==> src/rtl/riscv_pkg.sv <==
// Shared definitions for the front end: widths, reset PC, major opcodes
// and the fetch-stage state encoding.
package riscv_pkg;

  localparam int XLEN = 32;
  localparam logic [XLEN-1:0] RESET_PC = 32'h0000_0000;
  localparam int ILEN = 32;

  localparam logic [6:0] OP_LOAD   = 7'b0000011;
  localparam logic [6:0] OP_STORE  = 7'b0100011;
  localparam logic [6:0] OP_BRANCH = 7'b1100011;
  localparam logic [6:0] OP_RTYPE  = 7'b0110011;

  typedef enum logic [1:0] {
    BOOT  = 2'd0,
    RUN   = 2'd1,
    DRAIN = 2'd2
  } fetch_state_e;

endpackage

==> src/rtl/fetch_queue.sv <==
// Small register-based FIFO with push/pop/flush, occupancy count and a
// combinational head view. Callers must never push into a full queue.
module fetch_queue #(
  parameter int DEPTH = 2,
  parameter int W     = 32
) (
  input  logic                       clk,
  input  logic                       reset,
  input  logic                       push,
  input  logic [W-1:0]               push_data,
  input  logic                       pop,
  input  logic                       flush,
  output logic [$clog2(DEPTH+1)-1:0] count,
  output logic [W-1:0]               head
);

  localparam int CW = $clog2(DEPTH + 1);
  localparam int PW = (DEPTH > 1) ? $clog2(DEPTH) : 1;

  logic [W-1:0]  entry_w [DEPTH];
  logic [PW-1:0] wr_ptr_reg, rd_ptr_reg;
  logic [CW-1:0] count_reg;
  logic          do_push, do_pop;

  assign do_push = push && !flush;
  assign do_pop  = pop && !flush && (count_reg != '0);

  function automatic logic [PW-1:0] ptr_inc(input logic [PW-1:0] p);
    return (p == PW'(DEPTH - 1)) ? '0 : p + PW'(1);
  endfunction

  genvar gi;
  generate
    for (gi = 0; gi < DEPTH; gi++) begin : g_entry
      logic [W-1:0] entry_reg;
      always_ff @(posedge clk or posedge reset) begin
        if (reset) begin
          entry_reg <= '0;
        end else if (do_push && (wr_ptr_reg == PW'(gi))) begin
          entry_reg <= push_data;
        end
      end
      assign entry_w[gi] = entry_reg;
    end
  endgenerate

  always_ff @(posedge clk or posedge reset) begin
    if (reset) begin
      wr_ptr_reg <= '0;
      rd_ptr_reg <= '0;
      count_reg  <= '0;
    end else if (flush) begin
      wr_ptr_reg <= '0;
      rd_ptr_reg <= '0;
      count_reg  <= '0;
    end else begin
      if (do_push) wr_ptr_reg <= ptr_inc(wr_ptr_reg);
      if (do_pop)  rd_ptr_reg <= ptr_inc(rd_ptr_reg);
      count_reg <= count_reg + CW'(do_push) - CW'(do_pop);
    end
  end

  assign count = count_reg;
  assign head  = entry_w[rd_ptr_reg];

endmodule

==> src/rtl/fetch_stage.sv <==
// Instruction fetch: PC, credit-limited memory requests, in-order response
// buffering and branch redirect with stale-response draining.
// Optional FETCH_STATS_EN adds a 32-bit delivered-instruction counter.
module fetch_stage
  import riscv_pkg::*;
#(
  parameter int              XLEN     = riscv_pkg::XLEN,
  parameter logic [XLEN-1:0] RESET_PC = riscv_pkg::RESET_PC,
  parameter int              DEPTH    = 2
) (
  input  logic            clk,
  input  logic            reset,
  output logic            imem_req_valid,
  input  logic            imem_req_ready,
  output logic [XLEN-1:0] imem_req_addr,
  input  logic            imem_rsp_valid,
  input  logic [ILEN-1:0] imem_rsp_data,
  input  logic            branch_taken,
  input  logic [XLEN-1:0] branch_target,
  output logic            out_valid,
  input  logic            out_ready,
  output logic [XLEN-1:0] out_pc,
  output logic [ILEN-1:0] out_instr,
  output logic [6:0]      out_opcode
`ifdef FETCH_STATS_EN
  ,
  output logic [31:0]     fetch_count
`endif
);

  localparam int CW = $clog2(DEPTH + 1);

  fetch_state_e         state_reg, state_next;
  logic [XLEN-1:0]      pc_reg;
  logic [CW-1:0]        drop_cnt_reg, drop_cnt_next;
  logic [CW-1:0]        q_count, a_count;
  logic [XLEN+ILEN-1:0] q_head;
  logic [XLEN-1:0]      a_head;
  logic [CW:0]          credit_used;
  logic                 redirect, req_fire, rsp_fire, rsp_keep, pop_fire;

  assign redirect    = branch_taken && (state_reg != BOOT);
  assign credit_used = {1'b0, a_count} + {1'b0, q_count};
  assign req_fire    = imem_req_valid && imem_req_ready;
  assign rsp_fire    = imem_rsp_valid && (state_reg != BOOT);
  assign rsp_keep    = rsp_fire && (state_reg == RUN) && !redirect;
  assign pop_fire    = out_valid && out_ready && !redirect;

  // Remaining stale responses; a redirect in DRAIN keeps counting the old ones down.
  always_comb begin
    drop_cnt_next = drop_cnt_reg;
    if (redirect) begin
      drop_cnt_next = ((state_reg == DRAIN) ? drop_cnt_reg : a_count) - CW'(imem_rsp_valid);
    end else if ((state_reg == DRAIN) && imem_rsp_valid) begin
      drop_cnt_next = drop_cnt_reg - CW'(1);
    end
  end

  always_ff @(posedge clk or posedge reset) begin
    if (reset) begin
      state_reg <= BOOT;
    end else begin
      state_reg <= state_next;
    end
  end

  always_comb begin
    state_next = state_reg;
    case (state_reg)
      BOOT:    state_next = RUN;
      RUN:     if (redirect) state_next = (drop_cnt_next != '0) ? DRAIN : RUN;
      DRAIN:   state_next = (drop_cnt_next != '0) ? DRAIN : RUN;
      default: state_next = BOOT;
    endcase
  end

  always_comb begin
    imem_req_valid = (state_reg == RUN) && !branch_taken && (credit_used < (CW+1)'(DEPTH));
    imem_req_addr  = pc_reg;
  end

  always_ff @(posedge clk or posedge reset) begin
    if (reset) begin
      pc_reg       <= RESET_PC;
      drop_cnt_reg <= '0;
    end else begin
      drop_cnt_reg <= drop_cnt_next;
      if (redirect) begin
        pc_reg <= {branch_target[XLEN-1:2], 2'b00};
      end else if (req_fire) begin
        pc_reg <= pc_reg + XLEN'(4);
      end
    end
  end

  // Addresses of in-flight requests, consumed by every response including stale ones.
  fetch_queue #(.DEPTH(DEPTH), .W(XLEN)) u_addr_q (
    .clk       (clk),
    .reset     (reset),
    .push      (req_fire),
    .push_data (pc_reg),
    .pop       (rsp_fire),
    .flush     (1'b0),
    .count     (a_count),
    .head      (a_head)
  );

  fetch_queue #(.DEPTH(DEPTH), .W(XLEN + ILEN)) u_out_q (
    .clk       (clk),
    .reset     (reset),
    .push      (rsp_keep),
    .push_data ({a_head, imem_rsp_data}),
    .pop       (pop_fire),
    .flush     (redirect),
    .count     (q_count),
    .head      (q_head)
  );

  assign out_valid  = (q_count != '0);
  assign out_pc     = q_head[XLEN+ILEN-1:ILEN];
  assign out_instr  = q_head[ILEN-1:0];
  assign out_opcode = q_head[6:0];

`ifdef FETCH_STATS_EN
  logic [31:0] fetch_count_reg;

  always_ff @(posedge clk or posedge reset) begin
    if (reset) begin
      fetch_count_reg <= '0;
    end else if (pop_fire) begin
      fetch_count_reg <= fetch_count_reg + 32'd1;
    end
  end

  assign fetch_count = fetch_count_reg;
`endif

endmodule
==> config.mk <==
export PLATFORM = sky130hd
export DESIGN_NAME = fetch_stage
export DESIGN_NICKNAME = d
export VERILOG_FILES = /design/src/rtl/riscv_pkg.sv /design/src/rtl/fetch_queue.sv /design/src/rtl/fetch_stage.sv
export SDC_FILE = /design/constraint.sdc
export NUM_CORES = 1
export LEC_CHECK = 0
export ABC_CLOCK_PERIOD_IN_PS = 8160
export CORE_UTILIZATION = 48
export DETAILED_ROUTE_END_ITERATION = 10
export PLACE_DENSITY = 0.76
export SLEW_MARGIN = 20
export SYNTH_ARGS = -nofsm -noshare
export SYNTH_HDL_FRONTEND = slang
export SYNTH_SLANG_ARGS = --single-unit
==> constraint.sdc <==
create_clock -name clk -period 8.16 [get_ports clk]
set_clock_uncertainty 0.15 [all_clocks]
set_input_delay 1.632 -clock clk [delete_from_list [all_inputs] [get_ports clk]]
set_output_delay 1.632 -clock clk [all_outputs]
set_load 0.02 [all_outputs]
==> impl_metrics.py <==
metrics = {
    "sta": {
        "max-slew-margin-rel": 0.338,
        "setup_slack_ns": 2.70,
        "hold_violations": 0,
        "fmax_mhz": 183,
        "worst_pin_slew_ns": 0.993,
        "rsz0062_at_grt": "no",
        "tns_ns": 0,
        "maxSlewViolCount": 0,
        "post-route-period-util": 0.669,
        "period_minus_slack_ns": 5.46,
        "setup_viol": 0,
    },
    "power_and_ir_drop": {
        "intPower_w": 0.00338,
        "switchingPower_w": 0.00173,
        "peakVddDrop_mv": 0.200,
        "sw_frac_of_total": 0.339,
        "seq_power_share": 0.377,
        "power_frac_comb": 0.396,
        "power.leakage_nw": 5.94,
        "pwr-share-clk": 0.227,
        "p_per_area_mw_per_mm2": 387,
    },
    "setup_path": {
        "r2r_cells": 9,
        "critPathBufInv": 3,
        "crit_type": "input pin to output port",
        "slowest_delay_ns": 0.70,
        "path_max_fanout": 8,
        "reg2reg_to": "u_addr_q.g_entry[0].entry_reg[11]",
        "r2r_setup_slack_ns": 4.56,
        "crit_path_start": "branch_taken",
        "critPathTopFamily": "buffers and inverters",
        "critical_path_required_ns": 6.38,
        "crit_arrival_ns": 3.67,
        "crit_path_end": "imem_req_valid",
        "cpMostUsedCell": "clkdlybuf4s50_1",
        "endpoint_kind": "output port",
        "cp_cell_sequence": "clkdlybuf4s50_1 -> or4b_1 -> inv_2 -> clkdlybuf4s50_1",
        "cp_slowest_cell": "or4b_1",
        "start_kind": "input pin",
        "cp.depth": 4,
        "reg2reg_from": "u_addr_q.count[0]",
    },
    "cts": {
        "numCtsBuffers": 24,
        "hold_buffers": 0,
        "worstSkewPairLatency_ns": 0.51,
        "h-tree-depth": 1,
        "clockRootBuffer": "clkbuf_16",
        "clkTransAtPathRegs_ns": 0.06,
        "cts_max_path_buffers": 3,
        "cts-resized-gates": 0,
        "cts.sinks": 226,
        "postCtsSetupBuffers": 0,
        "cts_tree": "yes",
    },
    "route": {
        "antenna_left": 0,
        "routed_wl_mm": 22.5,
        "first_pass_iters": 4,
        "vias": 6840,
        "viasPerCell": 5.54,
        "drc": 0,
        "wl_per_cell_um": 18.3,
        "drt_iter0_drc": 257,
    },
    "yosys": {
        "post_synth.cell_area_avg_sq_um": 13.2,
        "synth_cell_type_count": 46,
        "synth_edf_count": 0,
        "syn_inst": 794,
        "ys_seq_elements": 226,
        "ys_warn_count": 0,
        "synth_top_area_frac": 0.540,
        "synth_common_cells": "mux2_2 (269), dfrtp_1 (226), clkbuf_1 (39), nand2_1 (30), nor2_1 (27)",
        "synthTopCellsByArea": "dfrtp_1 (54%), mux2_2 (29%), clkbuf_1 (1.4%)",
        "synth_ff_type": "dfrtp_1",
        "yosysMostFrequentCell": "mux2_2",
        "syn_area_sq_mm": 0.0105,
        "async_flop_share": 1.00,
        "seq_area_frac_synth": 0.540,
        "yosysTopAreaCell": "dfrtp_1",
    },
    "finish": {
        "syn_to_final_growth_pct": 25.9,
        "final_core_util": 0.622,
        "final_cells": 1234,
        "drive_gt1_frac": 0.340,
        "fin_nets": 1023,
        "final_area_sq_mm": 0.0132,
        "antennaDiodeCount": 0,
        "largest_reg_flops": 124,
    },
    "min_path": {
        "hp-class": "flop to flop",
        "worstHoldStart": "u_addr_q.g_entry[1].entry_reg[19]",
    },
    "global_route": {
        "grt_pass1_wl_mm": 36.2,
        "grt_max_degree": 120,
        "grt_use_total": 0.206,
        "grt_antenna_before_repair": 0,
        "grt-ovfl-total": 0,
        "first_global_vias": 6839,
    },
    "floorplan": {
        "die_h_um": 150,
        "num_rows": 53,
        "dieWidth_um": 150,
        "core_area_sq_mm": 0.0212,
        "io_pins": 175,
        "initial_core_util": 0.494,
        "fp.dieArea_sq_mm": 0.0224,
    },
    "place": {
        "place_inst": 1190,
        "place_area_sq_mm": 0.0123,
        "port_buffers": 168,
        "place_ws_ns": 2.71,
        "gp_congestion": 0.781,
        "dp_hpwl_mm": 15.0,
    },
    "status": {
        "status": "complete, no violations",
    },
    "flow_run": {
        "drv_cap": 0,
    },
}
## layer usage
layer,part of all wire,global-route usage
met4,0.020,0.0535
met3,0.050,0.0354
met1,0.44,0.282
met2,0.49,0.339
met5,0,0
## cell families after synthesis
kind of cell / after synthesis / synth area share
xor+xnor: 17 / 0.0142
flops: 226 / 0.540
other cells: 1 / 0.000358
compound gates: 60 / 0.0368
mux: 278 / 0.298
buf+inv: 72 / 0.0307
simple gates: 128 / 0.0654
fa+ha+maj: 12 / 0.0150
## layout make-up
class / instances / area, sq um
flip-flops and latches: 226 / 5660
multi-input cells: 499 / 4530
clock buffers: 33 / 664
clock inverters: 11 / 191
well taps: 275 / 344
fillers: 1701 / 8020
repair buffers: 178 / 1760
inverters: 12 / 52.6
## through the flow
step | total power (W) | hold WS, ns
2_1_floorplan | 0.00317 | 0.294
3_3_place_gp | 0.00391 | 0.309
3_5_place_dp | 0.00398 | 0.326
4_1_cts | 0.00516 | 0.340
5_1_grt | 0.00541 | 0.353
6_report | 0.00511 | 0.331
## power groups by stage
stage | sequential, W | combinational [W] | clock, W
3_5_place_dp | 0.00194 | 0.00204 | 0
2_1_floorplan | 0.00187 | 0.00130 | 0
6_report | 0.00193 | 0.00202 | 0.00116
3_3_place_gp | 0.00192 | 0.00200 | 0
5_1_grt | 0.00200 | 0.00219 | 0.00123
4_1_cts | 0.00193 | 0.00205 | 0.00119
## tightest hold or removal path, stage by stage, from the launching register on
cell and delay, ns:
dfrtp_1 0.34, nand2_1 0.05, o21ai_0 0.06
## cell usage in the layout, fill, tap and decap left out, types with 3 or more instances in the layout
cell type,Yosys,routed
clkbuf_16,0,24
clkbuf_1,39,6
mux2_2,269,269
or3_1,5,5
o31ai_1,14,14
xnor2_1,7,7
nand2_1,30,29
clkinv_2,0,5
or4_1,17,17
and4_1,3,3
a31oi_1,19,19
mux2i_1,5,5
nand2b_1,3,3
clkbuf_8,0,3
xor2_1,10,10
nand3_1,11,11
dfrtp_1,226,225
inv_1,11,10
conb_1,1,4
clkdlybuf4s50_1,0,168
nand4_1,13,13
o21ai_0,19,19
ha_1,11,11
buf_4,11,10
nor2_1,27,27
nor4_1,4,3
nor3_1,3,3
mux2_1,4,4
bufinv_16,0,5
## how the worst min path moves through the flow
| stage | to | slack [ns] | depth (start not counted) |
|---|---|---|---|
| 2_1_floorplan | u_addr_q.g_entry[1].entry_reg[18] | 0.29 | 2 |
| 6_report | u_addr_q.g_entry[1].entry_reg[19] | 0.33 | 2 |
| 4_1_cts | u_addr_q.g_entry[1].entry_reg[19] | 0.34 | 2 |
| 5_1_grt | u_addr_q.g_entry[0].entry_reg[12] | 0.35 | 1 |
| 3_3_place_gp | u_addr_q.g_entry[1].entry_reg[24] | 0.31 | 2 |
| 3_5_place_dp | u_addr_q.g_entry[1].entry_reg[19] | 0.33 | 2 |
No activity file was read; power rests on OpenSTA's default activity.
